--- config.mk ---
export PLATFORM = sky130hd
export DESIGN_NAME = inta_sequencer
export DESIGN_NICKNAME = d
export VERILOG_FILES = /design/src/rtl/inta_sequencer.sv
export SDC_FILE = /design/constraint.sdc
export NUM_CORES = 1
export LEC_CHECK = 0
export CORE_ASPECT_RATIO = 1.4
export CORE_MARGIN = 2
export CORE_UTILIZATION = 46
export DETAILED_ROUTE_END_ITERATION = 8
export PLACE_DENSITY = 0.86
export SLEW_MARGIN = 30
export SYNTH_ARGS = -nofsm -noshare
export SYNTH_HDL_FRONTEND = slang
export SYNTH_SLANG_ARGS = --single-unit
export TNS_END_PERCENT = 1
--- constraint.sdc ---
create_clock -name clk -period 2.3 [get_ports clk]
set_input_delay 0.46 -clock clk [delete_from_list [all_inputs] [get_ports clk]]
set_output_delay 0.46 -clock clk [all_outputs]
set_load 0.02 [all_outputs]
--- src/rtl/inta_sequencer.sv ---
// inta_sequencer: bus sequencer between a host, a CPU vector handshake and an
// 8259-style PIC. It runs either a two-pulse INTA cycle that fetches the
// interrupt vector, or a single register read/write access. An interrupt takes
// priority over a pending host request. All bus outputs come straight from
// flops.
module inta_sequencer #(
  parameter int unsigned PULSE_W  = 2,  // clk cycles per INTA low pulse (1..15)
  parameter int unsigned GAP_W    = 2,  // clk cycles inta_n is high between pulses (1..15)
  parameter int unsigned STROBE_W = 2   // clk cycles wr_n/rd_n is low per access (1..15)
) (
  input  logic       clk,
  input  logic       rst_n,
  // PIC side
  input  logic       int_in,
  output logic       inta_n,
  output logic       cs_n,
  output logic       wr_n,
  output logic       rd_n,
  output logic       a0,
  output logic [7:0] d_out,
  output logic       d_oe,
  input  logic [7:0] d_in,
  // Host register-access side
  input  logic       req,
  input  logic       req_rw,
  input  logic       req_a0,
  input  logic [7:0] req_data,
  output logic       req_ack,
  output logic [7:0] rd_data,
  // CPU vector side
  output logic [7:0] vec,
  output logic       vec_valid,
  input  logic       vec_ready,
  output logic       busy
);

  typedef enum logic [2:0] {
    StIdle    = 3'd0,
    StAck1    = 3'd1,
    StGap     = 3'd2,
    StAck2    = 3'd3,
    StVecOut  = 3'd4,
    StXSetup  = 3'd5,
    StXStrobe = 3'd6,
    StXHold   = 3'd7
  } state_e;

  // The down-counter is loaded with (width - 1) on entry and the phase ends
  // on the cycle it reads zero, so each phase lasts exactly "width" cycles.
  localparam logic [3:0] PulseLoad  = 4'(PULSE_W - 1);
  localparam logic [3:0] GapLoad    = 4'(GAP_W - 1);
  localparam logic [3:0] StrobeLoad = 4'(STROBE_W - 1);

  state_e     state_q, state_d;
  logic [3:0] cnt_q, cnt_d;
  logic [1:0] sync_q;
  logic       int_s;

  // Latched access fields and captured data
  logic       rw_q, rw_d;
  logic       a0_q, a0_d;
  logic [7:0] dout_q, dout_d;
  logic [7:0] rd_data_q, rd_data_d;
  logic [7:0] vec_q, vec_d;

  // Registered strobes and status, decoded from the next state
  logic inta_n_q, inta_n_d;
  logic cs_n_q, cs_n_d;
  logic wr_n_q, wr_n_d;
  logic rd_n_q, rd_n_d;
  logic d_oe_q, d_oe_d;
  logic req_ack_q, req_ack_d;
  logic vec_valid_q, vec_valid_d;
  logic busy_q, busy_d;

  // Two-flop synchronizer for the asynchronous PIC INT line
  always_ff @(posedge clk or negedge rst_n) begin
    if (!rst_n) begin
      sync_q <= 2'b00;
    end else begin
      sync_q <= {sync_q[0], int_in};
    end
  end

  assign int_s = sync_q[1];

  // Next-state, counter and data-capture logic
  always_comb begin
    state_d   = state_q;
    cnt_d     = cnt_q;
    rw_d      = rw_q;
    a0_d      = a0_q;
    dout_d    = dout_q;
    rd_data_d = rd_data_q;
    vec_d     = vec_q;

    unique case (state_q)
      StIdle: begin
        if (int_s) begin
          state_d = StAck1;
          cnt_d   = PulseLoad;
        end else if (req) begin
          // Fields are latched on entry so they are stable for the whole access
          state_d = StXSetup;
          rw_d    = req_rw;
          a0_d    = req_a0;
          dout_d  = req_data;
        end
      end

      StAck1: begin
        if (cnt_q == 4'd0) begin
          state_d = StGap;
          cnt_d   = GapLoad;
        end else begin
          cnt_d = cnt_q - 4'd1;
        end
      end

      StGap: begin
        if (cnt_q == 4'd0) begin
          state_d = StAck2;
          cnt_d   = PulseLoad;
        end else begin
          cnt_d = cnt_q - 4'd1;
        end
      end

      StAck2: begin
        if (cnt_q == 4'd0) begin
          // The PIC drives the vector during the second pulse
          state_d = StVecOut;
          vec_d   = d_in;
        end else begin
          cnt_d = cnt_q - 4'd1;
        end
      end

      StVecOut: begin
        if (vec_ready) begin
          state_d = StIdle;
        end
      end

      StXSetup: begin
        state_d = StXStrobe;
        cnt_d   = StrobeLoad;
      end

      StXStrobe: begin
        if (cnt_q == 4'd0) begin
          state_d = StXHold;
          if (!rw_q) begin
            rd_data_d = d_in;
          end
        end else begin
          cnt_d = cnt_q - 4'd1;
        end
      end

      StXHold: begin
        state_d = StIdle;
      end

      default: begin
        state_d = StIdle;
      end
    endcase
  end

  // Output decode from the next state so every bus pin is a flop output
  always_comb begin
    inta_n_d    = 1'b1;
    cs_n_d      = 1'b1;
    wr_n_d      = 1'b1;
    rd_n_d      = 1'b1;
    d_oe_d      = 1'b0;
    req_ack_d   = 1'b0;
    vec_valid_d = 1'b0;
    busy_d      = (state_d != StIdle);

    unique case (state_d)
      StAck1, StAck2: begin
        inta_n_d = 1'b0;
      end
      StVecOut: begin
        vec_valid_d = 1'b1;
      end
      StXSetup: begin
        cs_n_d = 1'b0;
        d_oe_d = rw_d;
      end
      StXStrobe: begin
        cs_n_d = 1'b0;
        d_oe_d = rw_d;
        wr_n_d = ~rw_d;
        rd_n_d = rw_d;
      end
      StXHold: begin
        cs_n_d    = 1'b0;
        d_oe_d    = rw_d;
        req_ack_d = 1'b1;
      end
      default: begin
        inta_n_d = 1'b1;
      end
    endcase
  end

  // State, counter and datapath registers
  always_ff @(posedge clk or negedge rst_n) begin
    if (!rst_n) begin
      state_q   <= StIdle;
      cnt_q     <= 4'd0;
      rw_q      <= 1'b0;
      a0_q      <= 1'b0;
      dout_q    <= 8'h00;
      rd_data_q <= 8'h00;
      vec_q     <= 8'h00;
    end else begin
      state_q   <= state_d;
      cnt_q     <= cnt_d;
      rw_q      <= rw_d;
      a0_q      <= a0_d;
      dout_q    <= dout_d;
      rd_data_q <= rd_data_d;
      vec_q     <= vec_d;
    end
  end

  // Registered strobes and status flags
  always_ff @(posedge clk or negedge rst_n) begin
    if (!rst_n) begin
      inta_n_q    <= 1'b1;
      cs_n_q      <= 1'b1;
      wr_n_q      <= 1'b1;
      rd_n_q      <= 1'b1;
      d_oe_q      <= 1'b0;
      req_ack_q   <= 1'b0;
      vec_valid_q <= 1'b0;
      busy_q      <= 1'b0;
    end else begin
      inta_n_q    <= inta_n_d;
      cs_n_q      <= cs_n_d;
      wr_n_q      <= wr_n_d;
      rd_n_q      <= rd_n_d;
      d_oe_q      <= d_oe_d;
      req_ack_q   <= req_ack_d;
      vec_valid_q <= vec_valid_d;
      busy_q      <= busy_d;
    end
  end

  assign inta_n    = inta_n_q;
  assign cs_n      = cs_n_q;
  assign wr_n      = wr_n_q;
  assign rd_n      = rd_n_q;
  assign a0        = a0_q;
  assign d_out     = dout_q;
  assign d_oe      = d_oe_q;
  assign req_ack   = req_ack_q;
  assign rd_data   = rd_data_q;
  assign vec       = vec_q;
  assign vec_valid = vec_valid_q;
  assign busy      = busy_q;

  // Bus-protocol invariants
  a_strobe_excl : assert property (@(posedge clk) disable iff (!rst_n) (wr_n_q | rd_n_q));
  a_inta_no_cs  : assert property (@(posedge clk) disable iff (!rst_n)
                                   (!inta_n_q |-> (cs_n_q && !d_oe_q)));
  a_rd_no_drive : assert property (@(posedge clk) disable iff (!rst_n) (!rd_n_q |-> !d_oe_q));
  a_vec_hold    : assert property (@(posedge clk) disable iff (!rst_n)
                                   (vec_valid_q && !vec_ready |=> vec_valid_q && $stable(vec_q)));

endmodule

-- Word level (Yosys, flattened, before mapping)
Cells that the tools add are included.
- equal/unequal tests: 15
- add/subtract/negate cells: 1
- muxes and demuxes: 22
- div/mod/pow operators: 0
- magnitude comparators: 0
- reduce and logical (&&, ||, !) cells: 12
- bitwise gates (word level): 3
- multipliers: 0
- shift operators: 0
- operators by type and width (kind ; number):
    equality test 3 bit (second input constant) ; 8
    one-hot mux 3 bit (8 select lines) ; 1
    two-way mux 3 bit ; 7
    one-hot mux 4 bit (4 select lines) ; 1
    two-way mux 4 bit ; 3
    two-way mux 1 bit ; 10
    equality test 3 x 2 -> 1 bit (second input constant) ; 3
    AND reduction 3 bit ; 3
    equality test 3 x 1 -> 1 bit (second input constant) ; 2
    OR reduction 2 bit ; 3
    zero test 4 bit ; 1
    != test 2 bit (second input constant) ; 2
    nonzero test 4 bit ; 1
    subtractor 4 x 1 -> 4 bit (second input constant) ; 1
    zero test 3 bit ; 1
    inverter 1 bit ; 3
    nonzero test 3 bit ; 1
    OR reduction 3 bit ; 1
    AND reduction 2 bit ; 1
- output and inout port bits: 33
- memory bits (read-only): 0
- memories kept: 0
- input port bits: 23
- word-level logic and storage cells: 69
- bits in latches: 0
- flip-flop bits (word level): 43
- bits in writable memories: 0

-- Depth between registers and ports, before layout
Gate-level depths: netlist of run 1.
- depth after elaboration: 6
- mapped depth: 7
- mapped depth without buffers: 6

-- Worst setup path before layout of run 1
Ideal clock, no wire load.
- path type: reg2reg
- start point: register cnt_q[0]
- end point: register vec_q[0], in the netlist vec[0]
- cell stages (with the launch flop): 6
- slack: 0.455 ns
- setup time: 0.125 ns
- arrival time: 1.720 ns
- data required time: 2.175 ns
- buffers on the path: 0
- period minus slack after synthesis: 1.845 ns
- path through: dfrtp_1 inv_1 ha_1 or3b_4 nor3_4 mux2_2
- longest elaborated chain between the ends: 2
- RTL lines (element ; line ; text):
    start, declared ; 55 ; logic [3:0] cnt_q, cnt_d;
    start signal, assigned ; 222 ; cnt_q <= cnt_d;
    zero test 4 bit ; 130 ; if (cnt_q == 4'd0) begin
    AND reduction 2 bit (no source line) ; -- ;
    end signal, assigned ; 227 ; vec_q <= vec_d;
    end, declared ; 64 ; logic [7:0] vec_q, vec_d;
No other way between the ends.
A chain may end at the register's enable or synchronous reset.

-- Final worst setup path of run 1
- start point: register cnt_q[0]
- end point: register rd_data_q[5], in the netlist rd_data[5]
- longest elaborated chain between the ends: 2
- RTL lines (element ; line ; text):
    zero test 4 bit ; 151 ; if (cnt_q == 4'd0) begin
    AND reduction 3 bit (no source line) ; -- ;
    end signal, assigned ; 226 ; rd_data_q <= rd_data_d;
    end, declared ; 63 ; logic [7:0] rd_data_q, rd_data_d;
No other way between the ends.

==> summary.txt, run 1 <==
Placed design
  – Post-DP HPWL: 2805 microns
  – GP Congestion: 0.7638
  – Port bufs: 55
  – Dpl ws: 0.2044 ns

Cells and area
  – Fin util: 67.04%
  – Reg area: 0.001081 sq mm
  – Multi-input gate area: 660.6 sq um
  – Layout cells sized above 1: 25.13%
  – # fillers: 279
  – Ant diodes: 0
  – Most common cell after layout, fill and taps aside: clkdlybuf4s50_1
  – Layout Nets: 215
  – Most frequent cells in the layout: clkdlybuf4s50_1, dfrtp_1, mux2_2, nand2_1
  – Layout area overhead: 38.66%

Synth
  – Synth cell types: 38
  – Syn_nets: 156
  – Simple-gate share of the synthesized area: 13.47%
  – Synthesized area per cell: 13.69 sq um
  – Post-Synth Adder-Cell Area: 1.954%
  – Main combinational cell family by area after synthesis: multiplexers
  – Yosys warns: 0
  – Post-Syn Area: 0.001793 sq mm
  – Post-Synth XOR/XNOR Area: 0.4885%
  – Synth Area in Compound Gates: 3.419%
  – Mapped Cells: 131
  – Yosys reg bits: 43
  – Sequential fraction of the synthesis area: 60.29%
  – Mux cell area share after synthesis: 17.52%

Clock tree
  – TritonCTS Buffers: 5
  – Later-pin clock latency in the skew report: 0.30 ns
  – Cts hold-fix bufs: 0
  – Longest Clk Path Bufs: 2
  – TritonCTS Sinks: 43
  – Htree depth: 2
  – CTS tree: built
  – Post_cts resized: 0
  – # Post-CTS Setup Buffers: 0
  – Clock slew at reported path FFs: 0.08 ns
  – Clk root buf: clkbuf_8

Routing
  – Iter 0 DRT Violations: 10
  – DRT Pass-1 Iters: 4
  – Routed Antenna Nets: 0
  – WL/cell: 15.61 microns
  – Via count: 1242
  – Via density: 5.330
  – DRC errors left: 0
  – Final wirelength: 3637 microns

STA
  – Rel. slew slack: 65.69%
  – Setup violations, final: 0
  – Setup ws final: 0.2016 ns
  – Fmax: 476.5 MHz
  – Final min period: 2.098 ns
  – Final hold vios: 0
  – Worst Tran Pin Value: 0.5129 ns
  – RSZ-0062 raised after global routing: false
  – Post-route clock period utilization: 91.24%
  – Setup_tns: 0 ns
  – Clock skew: 0.005349 ns
  – Max Slew Vio Count: 0

Power
  – Sw Pwr: 1.254 mW
  – Internal power: 2.276 mW
  – Leak pwr: 1.098 nW
  – Comb power frac: 46.6%
  – Power Density: 1420 mW/mm^2
  – Clock Power Share: 16.1%
  – Sw frac: 35.51%
  – Worst VDD drop: 0.9433 mV
  – Sequential power share: 37.3%

Setup path
  – Critical path type: reg2reg
  – Crit-path slowest cell: dfrtp_1
  – Slowest stage delay, CP: 0.41 ns
  – Crit path capture type: flip-flop
  – Crit path max fanout: 8
  – Worst path cell trace: inv_1, ha_1, nor3b_1, and3_1, nor2b_1, buf_4, mux2_2
  – CP Data Required Time: 2.48 ns
  – CP Launch Type: flip-flop
  – Arr. time, crit path: 2.28 ns

GRT
  – Tot GR Track Use: 18.29%
  – Antenna violations before repair: 0
  – Grt total ovfl: 0
  – Via count of the first global-routing pass: 1367
  – Largest net degree at the start of global routing: 44
  – First-pass GRT wire length: 6258 microns

Job
  – Max cap viols: 0

Die
  – Die Area: 0.004420 sq mm
  – Starting Density: 48.35%
  – Core ar.: 0.003709 sq mm
  – DIE WIDTH: 56.77 microns
  – I/O pins: 56
  – # rows: 26
  – Die height: 77.87 microns

Min path
  – Hold WC Path Type: in2async

Run status
  – Status: complete, no violations
-- power groups by stage --
stage / registers (mW) / logic, mW / clock network (mW)
6_report: 1.32 / 1.64 / 0.568
5_1_grt: 1.36 / 1.76 / 0.615
4_1_cts: 1.32 / 1.66 / 0.584
3_5_place_dp: 1.33 / 1.66 / 0
3_3_place_gp: 1.31 / 1.60 / 0
2_1_floorplan: 1.55 / 0.734 / 0
-- path summary, 6_finish.rpt --
path	startpoint	end	slack, ns	cells past startpoint
setup / recovery	cnt_q[0]	rd_data[5]	0.20	7
hold / removal	rst_n	sync_q[0]	0.12	1
setup reg to reg	cnt_q[0]	rd_data[5]	0.20	7
hold reg to reg	sync_q[0]	sync_q[1]	0.37	0
max in group asynchronous	rst_n	rd_n	1.80	1
min in group clk	sync_q[0]	sync_q[1]	0.37	0
-- critical path, delay by kind of cell (launching register included) --
kind	cells	cell delay, ns
simple gates	3	0.79
flops	1	0.41
fa+ha+maj	1	0.17
mux	1	0.35
buf+inv	2	0.26
-- metrics by stage --
stage                     power (mW)  instances  hold slack (ns)  cell area, sq um
after floorplan                2.289        131           0.1644              1793
after detailed placement       2.987        225           0.3497              2374
after global placement         2.903        225           0.3328              2374
final                          3.530        233           0.1238              2486
after global routing           3.738        233           0.1774              2486
after CTS                      3.567        233           0.3136              2484
-- Yosys cell counts, drive strengths merged --
master / instances / area, sq um
a211o: 2 / 18.77
a22o: 1 / 8.760
and2b: 2 / 16.27
and3: 1 / 6.260
buf: 5 / 32.53
dfrtp: 39 / 975.9
dfstp: 4 / 105.1
ha: 2 / 25.02
inv: 5 / 18.77
maj3: 1 / 10.01
mux2: 27 / 304.0
mux2i: 1 / 10.01
nand2: 6 / 22.52
nand2b: 1 / 6.260
nand3: 3 / 15.01
nand3b: 1 / 7.510
nor2: 4 / 15.01
nor2b: 3 / 18.77
nor3: 6 / 41.29
nor3b: 3 / 27.52
nor4: 1 / 6.260
nor4b: 1 / 8.760
nor4bb: 1 / 10.01
o21ai: 2 / 10.01
o22ai: 1 / 6.260
o2bb2ai: 1 / 8.760
o31a: 1 / 8.760
or2: 2 / 12.52
or3: 1 / 6.260
or3b: 1 / 11.26
or4b: 1 / 10.01
xnor2: 1 / 8.760
-- final cells by class --
class	count	area share, %
clock buffer	6	2.919
timing repair buffer	57	22.65
multi-input combinational	78	26.57
tap	42	2.114
inverter	5	0.7549
clock inverter	2	1.510
sequential	43	43.48
-- per-layer routing --
metal | share of wire, % | up-vias | track usage, % | routed length (microns)
met1 | 36 | 616 | 19.69 | 1318
li1 | - | 570 | - | -
met3 | 7.8 | 6 | 6.500 | 284
met4 | 1.7 | 0 | 6.512 | 62
met2 | 54 | 50 | 32.56 | 1972
met5 | 0 | - | 0 | 0
-- kinds of logic (layout without fill, tap and decap cells) --
kind of cell / after synthesis / after routing
buffers and inverters: 10 / 70
DFF: 43 / 43
AOI/OAI and AO/OA: 8 / 8
adders and majority gates: 3 / 3
and+or+nand+nor: 38 / 38
muxes: 28 / 28
xor gates and xnor gates: 1 / 1
-- flip-flops by register name (all words and copies together) (netlist names) --
name       count
d_out          8
rd_data        8
vec            8
cnt_q          4
state_q        3
sync_q         2
a0             1
busy           1
cs_n           1
d_oe           1
inta_n         1
rd_n           1
req_ack        1
rw_q           1
vec_valid      1
wr_n           1
Power figures use the tool's default switching activity.
==> inputs of run 2 (changes only) <==
Clock period 2.3 ns to 2.07 ns, I/O delays scaled along.
==> summary.txt, run 2 (synthesized netlist as in run 1, its figures left out) <==
Cells and area
  – Most common cell after layout, fill and taps aside: clkdlybuf4s50_1
  – Layout area overhead: 43.55%
  – Ant diodes: 0
  – # fillers: 264
  – Most frequent cells in the layout: clkdlybuf4s50_1, dfrtp_1, mux2_2, buf_4
  – Layout cells sized above 1: 28.79%
  – Multi-input gate area: 671.9 sq um
  – Layout Nets: 222
  – Reg area: 0.001081 sq mm
  – Final Cell Area: 0.002574 sq mm

STA
  – Post-route clock period utilization: 98.26%
  – Final min period: 2.034 ns
  – Final hold vios: 0
  – Rel. slew slack: 72.78%
  – Fmax: 491.6 MHz
  – Max Slew Vio Count: 0
  – Setup_tns: 0 ns
  – Clock skew: 0.004154 ns
  – Setup violations, final: 0
  – Worst Tran Pin Value: 0.4083 ns

Die
  – Die Area: 0.004420 sq mm
  – Starting Density: 48.35%
  – DIE WIDTH: 56.77 microns
  – I/O pins: 56
  – Core ar.: 0.003709 sq mm
  – # rows: 26
  – Die height: 77.87 microns

Setup path
  – Crit path capture type: flip-flop
  – Reg2reg setup slack: 0.04 ns
  – Crit path max fanout: 4
  – Reg2reg end: cnt_q[3]
  – CP Launch Type: flip-flop
  – R2R cell count: 7
  – CP Data Required Time: 2.25 ns
  – Arr. time, crit path: 2.22 ns
  – RR Startpoint: cnt_q[0]
  – Critical path type: reg2reg

Power
  – Worst VDD drop: 1.039 mV
  – Leak pwr: 1.148 nW
  – Power Density: 1597 mW/mm^2

GRT
  – Largest net degree at the start of global routing: 21
  – Via count of the first global-routing pass: 1427
  – Antenna violations before repair: 0
  – Tot GR Track Use: 20.22%
  – First-pass GRT wire length: 6886 microns
  – Grt total ovfl: 0

Placed design
  – Port bufs: 55
  – Post-DP HPWL: 2945 microns
  – Placed inst area: 0.002411 sq mm
  – GP Congestion: 0.7780

Job
  – Max cap viols: 0

Routing
  – WL/cell: 16.89 microns
  – DRT Pass-1 Iters: 4
  – DRC errors left: 0
  – Iter 0 DRT Violations: 19
  – Final wirelength: 4054 microns
  – Routed Antenna Nets: 0
  – Via density: 5.479
  – Via count: 1315

Min path
  – Hold_sp: sync_q[0]
  – Hold WC Path Type: reg2reg
  – Hold depth: 0
  – Hold Path Sink: sync_q[1]

Clock tree
  – Longest Clk Path Bufs: 2
  – Clock slew at reported path FFs: 0.08 ns
  – TritonCTS Buffers: 5
  – Later-pin clock latency in the skew report: 0.30 ns
  – TritonCTS Sinks: 43
  – Htree depth: 2
  – CTS tree: built
  – Clk root buf: clkbuf_8

Run status
  – Status: complete, no violations
## run 2: cell count changes in the layout (fill, tap and decap cells not counted), sizes merged
cell and delta:
clkinvlp -1, inv +1, dlygate4sd3 +1, buf +6
## run 2: area by class of cell
| type | count | share of cell area [%] |
|---|---|---|
| Sequential cell | 43 | 42.00 |
| Multi-Input combinational cell | 78 | 26.11 |
| Timing Repair Buffer | 64 | 24.40 |
| Clock buffer | 6 | 3.209 |
| Tap cell | 42 | 2.042 |
| Clock inverter | 2 | 1.507 |
| Inverter | 5 | 0.7292 |
## run 2: worst max path at each step
stage | slack (ns) | from | end
floorplan | 0.22 | cnt_q[0] | vec[0]
global placement | 0.12 | cnt_q[0] | vec[1]
detailed placement | 0.02 | cnt_q[0] | vec[2]
CTS | 0.006 | cnt_q[0] | vec[2]
global route | -0.005 | cnt_q[0] | cnt_q[3]
finish | 0.04 | cnt_q[0] | cnt_q[3]
## run 2: timing repair
action | 4_1_cts | 5_1_grt
setup buffers | 0 | 1
hold buffers | 1 | 0
hold endpoints to repair | 5 | 0
setup endpoints to repair | 9 | 13
cloned | 0 | 0
pin swaps | 1 | 1
gates resized for setup | 0 | 2
## run 2: power by group
group	internal [mW]	leakage, nW	switching (mW)
clock network	0.396	0.0618	0.283
registers	1.21	0.529	0.261
logic	1.03	0.557	0.939
## run 2: critical path, cell delays in order (launching register included)
cell	delay (ns)
dfrtp_1	0.38
inv_1	0.08
ha_1	0.23
nor3b_1	0.16
buf_4	0.14
maj3_1	0.38
o2bb2ai_2	0.19
a211o_2	0.34
## run 2: per-stage QoR
step	utilization (%)	setup slack, ns	cells	power, mW	hold slack (ns)
after floorplan	-	0.2249	131	2.543	0.1184
after global placement	65.01	0.1218	230	3.262	0.2508
after detailed placement	65.01	0.01593	230	3.372	0.2558
after CTS	68.56	0.006308	239	4.078	0.3569
after global routing	69.40	-0.005024	240	4.348	0.3613
final	69.40	0.03595	240	4.111	0.3571
## run 2: metal layers
layer / track usage (%) / part of all wire [%]
met5: 0 / 0
met4: 8.140 / 3.4
met3: 6.000 / 7.3
met2: 35.00 / 53
met1: 23.10 / 37
==> inputs of run 3 (changes only) <==
Settings changed: CORE_UTILIZATION 46 to 40, GPL_ROUTABILITY_DRIVEN from default to 0, HOLD_SLACK_MARGIN from default to 0.03, PLACE_DENSITY 0.86 to 0.77.
==> summary.txt, run 3 (synthesized netlist as in run 1, its figures left out) <==
Routing
  – DRT Pass-1 Iters: 3
  – Final wirelength: 3727 microns
  – Iter 0 DRT Violations: 17
  – Via density: 4.923
  – Via count: 1280
  – DRC errors left: 0
  – Routed Antenna Nets: 0
  – WL/cell: 14.33 microns

GRT
  – Via count of the first global-routing pass: 1345
  – Antenna violations before repair: 0
  – Tot GR Track Use: 15.61%
  – First-pass GRT wire length: 5878 microns
  – Grt total ovfl: 0
  – Largest net degree at the start of global routing: 44

STA
  – Rel. slew slack: 77.72%
  – Worst Tran Pin Value: 0.3307 ns
  – Setup violations, final: 0
  – Setup_tns: 0 ns
  – Fmax: 503.2 MHz
  – Max Slew Vio Count: 0
  – Final min period: 1.987 ns
  – Fin Hold WS: 0.07801 ns
  – Post-route clock period utilization: 96.00%
  – Clock skew: 0.008754 ns
  – Final hold vios: 0

Clock tree
  – Cts hold-fix bufs: 0
  – TritonCTS Sinks: 43
  – Htree depth: 2
  – Clock slew at reported path FFs: 0.08 ns
  – CTS tree: built
  – TritonCTS Buffers: 5
  – Longest Clk Path Bufs: 2
  – Clk root buf: clkbuf_8
  – Later-pin clock latency in the skew report: 0.30 ns

Die
  – Core ar.: 0.004274 sq mm
  – # rows: 28
  – Starting Density: 41.95%
  – Die height: 83.22 microns
  – I/O pins: 56
  – DIE WIDTH: 60.59 microns
  – Die Area: 0.005042 sq mm

Setup path
  – Slowest stage delay, CP: 0.39 ns
  – Reg2reg setup slack: 0.08 ns
  – RR Startpoint: cnt_q[0]
  – Crit path capture type: flip-flop
  – Worst path cell trace: inv_1, ha_1, nor3b_2, buf_4, maj3_1, o2bb2ai_2, a211o_2
  – CP Data Required Time: 2.25 ns
  – Critical path type: reg2reg
  – Crit-path slowest cell: dfrtp_1
  – Crit path max fanout: 4
  – Arr. time, crit path: 2.17 ns
  – CP Launch Type: flip-flop
  – Reg2reg end: cnt_q[3]
  – R2R cell count: 7

Job
  – Max cap viols: 0

Run status
  – Status: complete, no violations

Cells and area
  – Layout Nets: 224
  – Most frequent cells in the layout: clkdlybuf4s50_1, dfrtp_1, mux2_2, buf_4, nand2_1
  – Ant diodes: 0
  – Layout area overhead: 45.22%
  – Final Cell Area: 0.002604 sq mm
  – Layout cells sized above 1: 30.00%
  – Most common cell after layout, fill and taps aside: clkdlybuf4s50_1

Min path
  – Hold WC Path Type: in2async

Power
  – Power Density: 1569 mW/mm^2
  – Worst VDD drop: 0.6403 mV
  – Leak pwr: 1.157 nW
  – Design Power: 4.085 mW

Placed design
  – Post-DP HPWL: 2765 microns
  – Port bufs: 55
  – Placed inst area: 0.002461 sq mm
-- run 3: repair_timing --
item / 4_1_cts / 5_1_grt
resized for setup: 0 / 3
endpoints found under the setup margin: 0 / 21
buffers inserted: 0 / 2
-- run 3: final cells by class --
type | count | area [sq um]
Inverter | 5 | 18.77
Multi-Input combinational cell | 78 | 671.9
Sequential cell | 43 | 1081
Clock inverter | 3 | 43.79
Fill cell | 364 | 1670
Clock buffer | 5 | 68.82
Timing Repair Buffer | 66 | 644.4
Tap cell | 60 | 75.07
-- run 3: how the worst max path moves through the flow --
stage              from    endpoint  slack, ns  depth (start not counted)
3_5_place_dp   cnt_q[0]  rd_data[5]       0.08                          7
4_1_cts        cnt_q[0]    cnt_q[1]       0.05                          7
5_1_grt        cnt_q[0]    cnt_q[3]    -0.0004                          7
3_3_place_gp   cnt_q[0]      vec[7]       0.20                          6
2_1_floorplan  cnt_q[0]      vec[0]       0.22                          5
6_report       cnt_q[0]    cnt_q[3]       0.08                          7
-- run 3: routing by layer --
layer	up-vias	wire (microns)	GRT usage, %	share of wire, %
met4	0	98	9.486	2.6
met3	7	243	4.673	6.5
li1	594	-	-	-
met5	-	0	0	0
met2	51	1926	26.49	52
met1	628	1458	15.92	39
-- run 3: where the power goes --
group | switching, mW | leakage (nW) | internal [mW]
Combinational | 0.936 | 0.570 | 1.07
Sequential | 0.230 | 0.529 | 1.21
Clock | 0.284 | 0.0581 | 0.359
-- run 3: worst max-delay path, delay by kind of cell (launching register included) --
kind / cells / cell delay, ns
buf+inv: 2 / 0.22
simple gates: 1 / 0.18
flops: 1 / 0.39
compound gates: 2 / 0.50
fa+ha+maj: 2 / 0.59
-- run 3: through the flow --
step                utilization (%)  instances  setup slack (ns)
CTS                           60.22        258           0.05190
detailed placement            57.58        250           0.08382
finish                        60.92        260           0.08270
floorplan                         -        131            0.2249
global route                  60.92        260        -0.0003690
global placement              57.58        250            0.2036
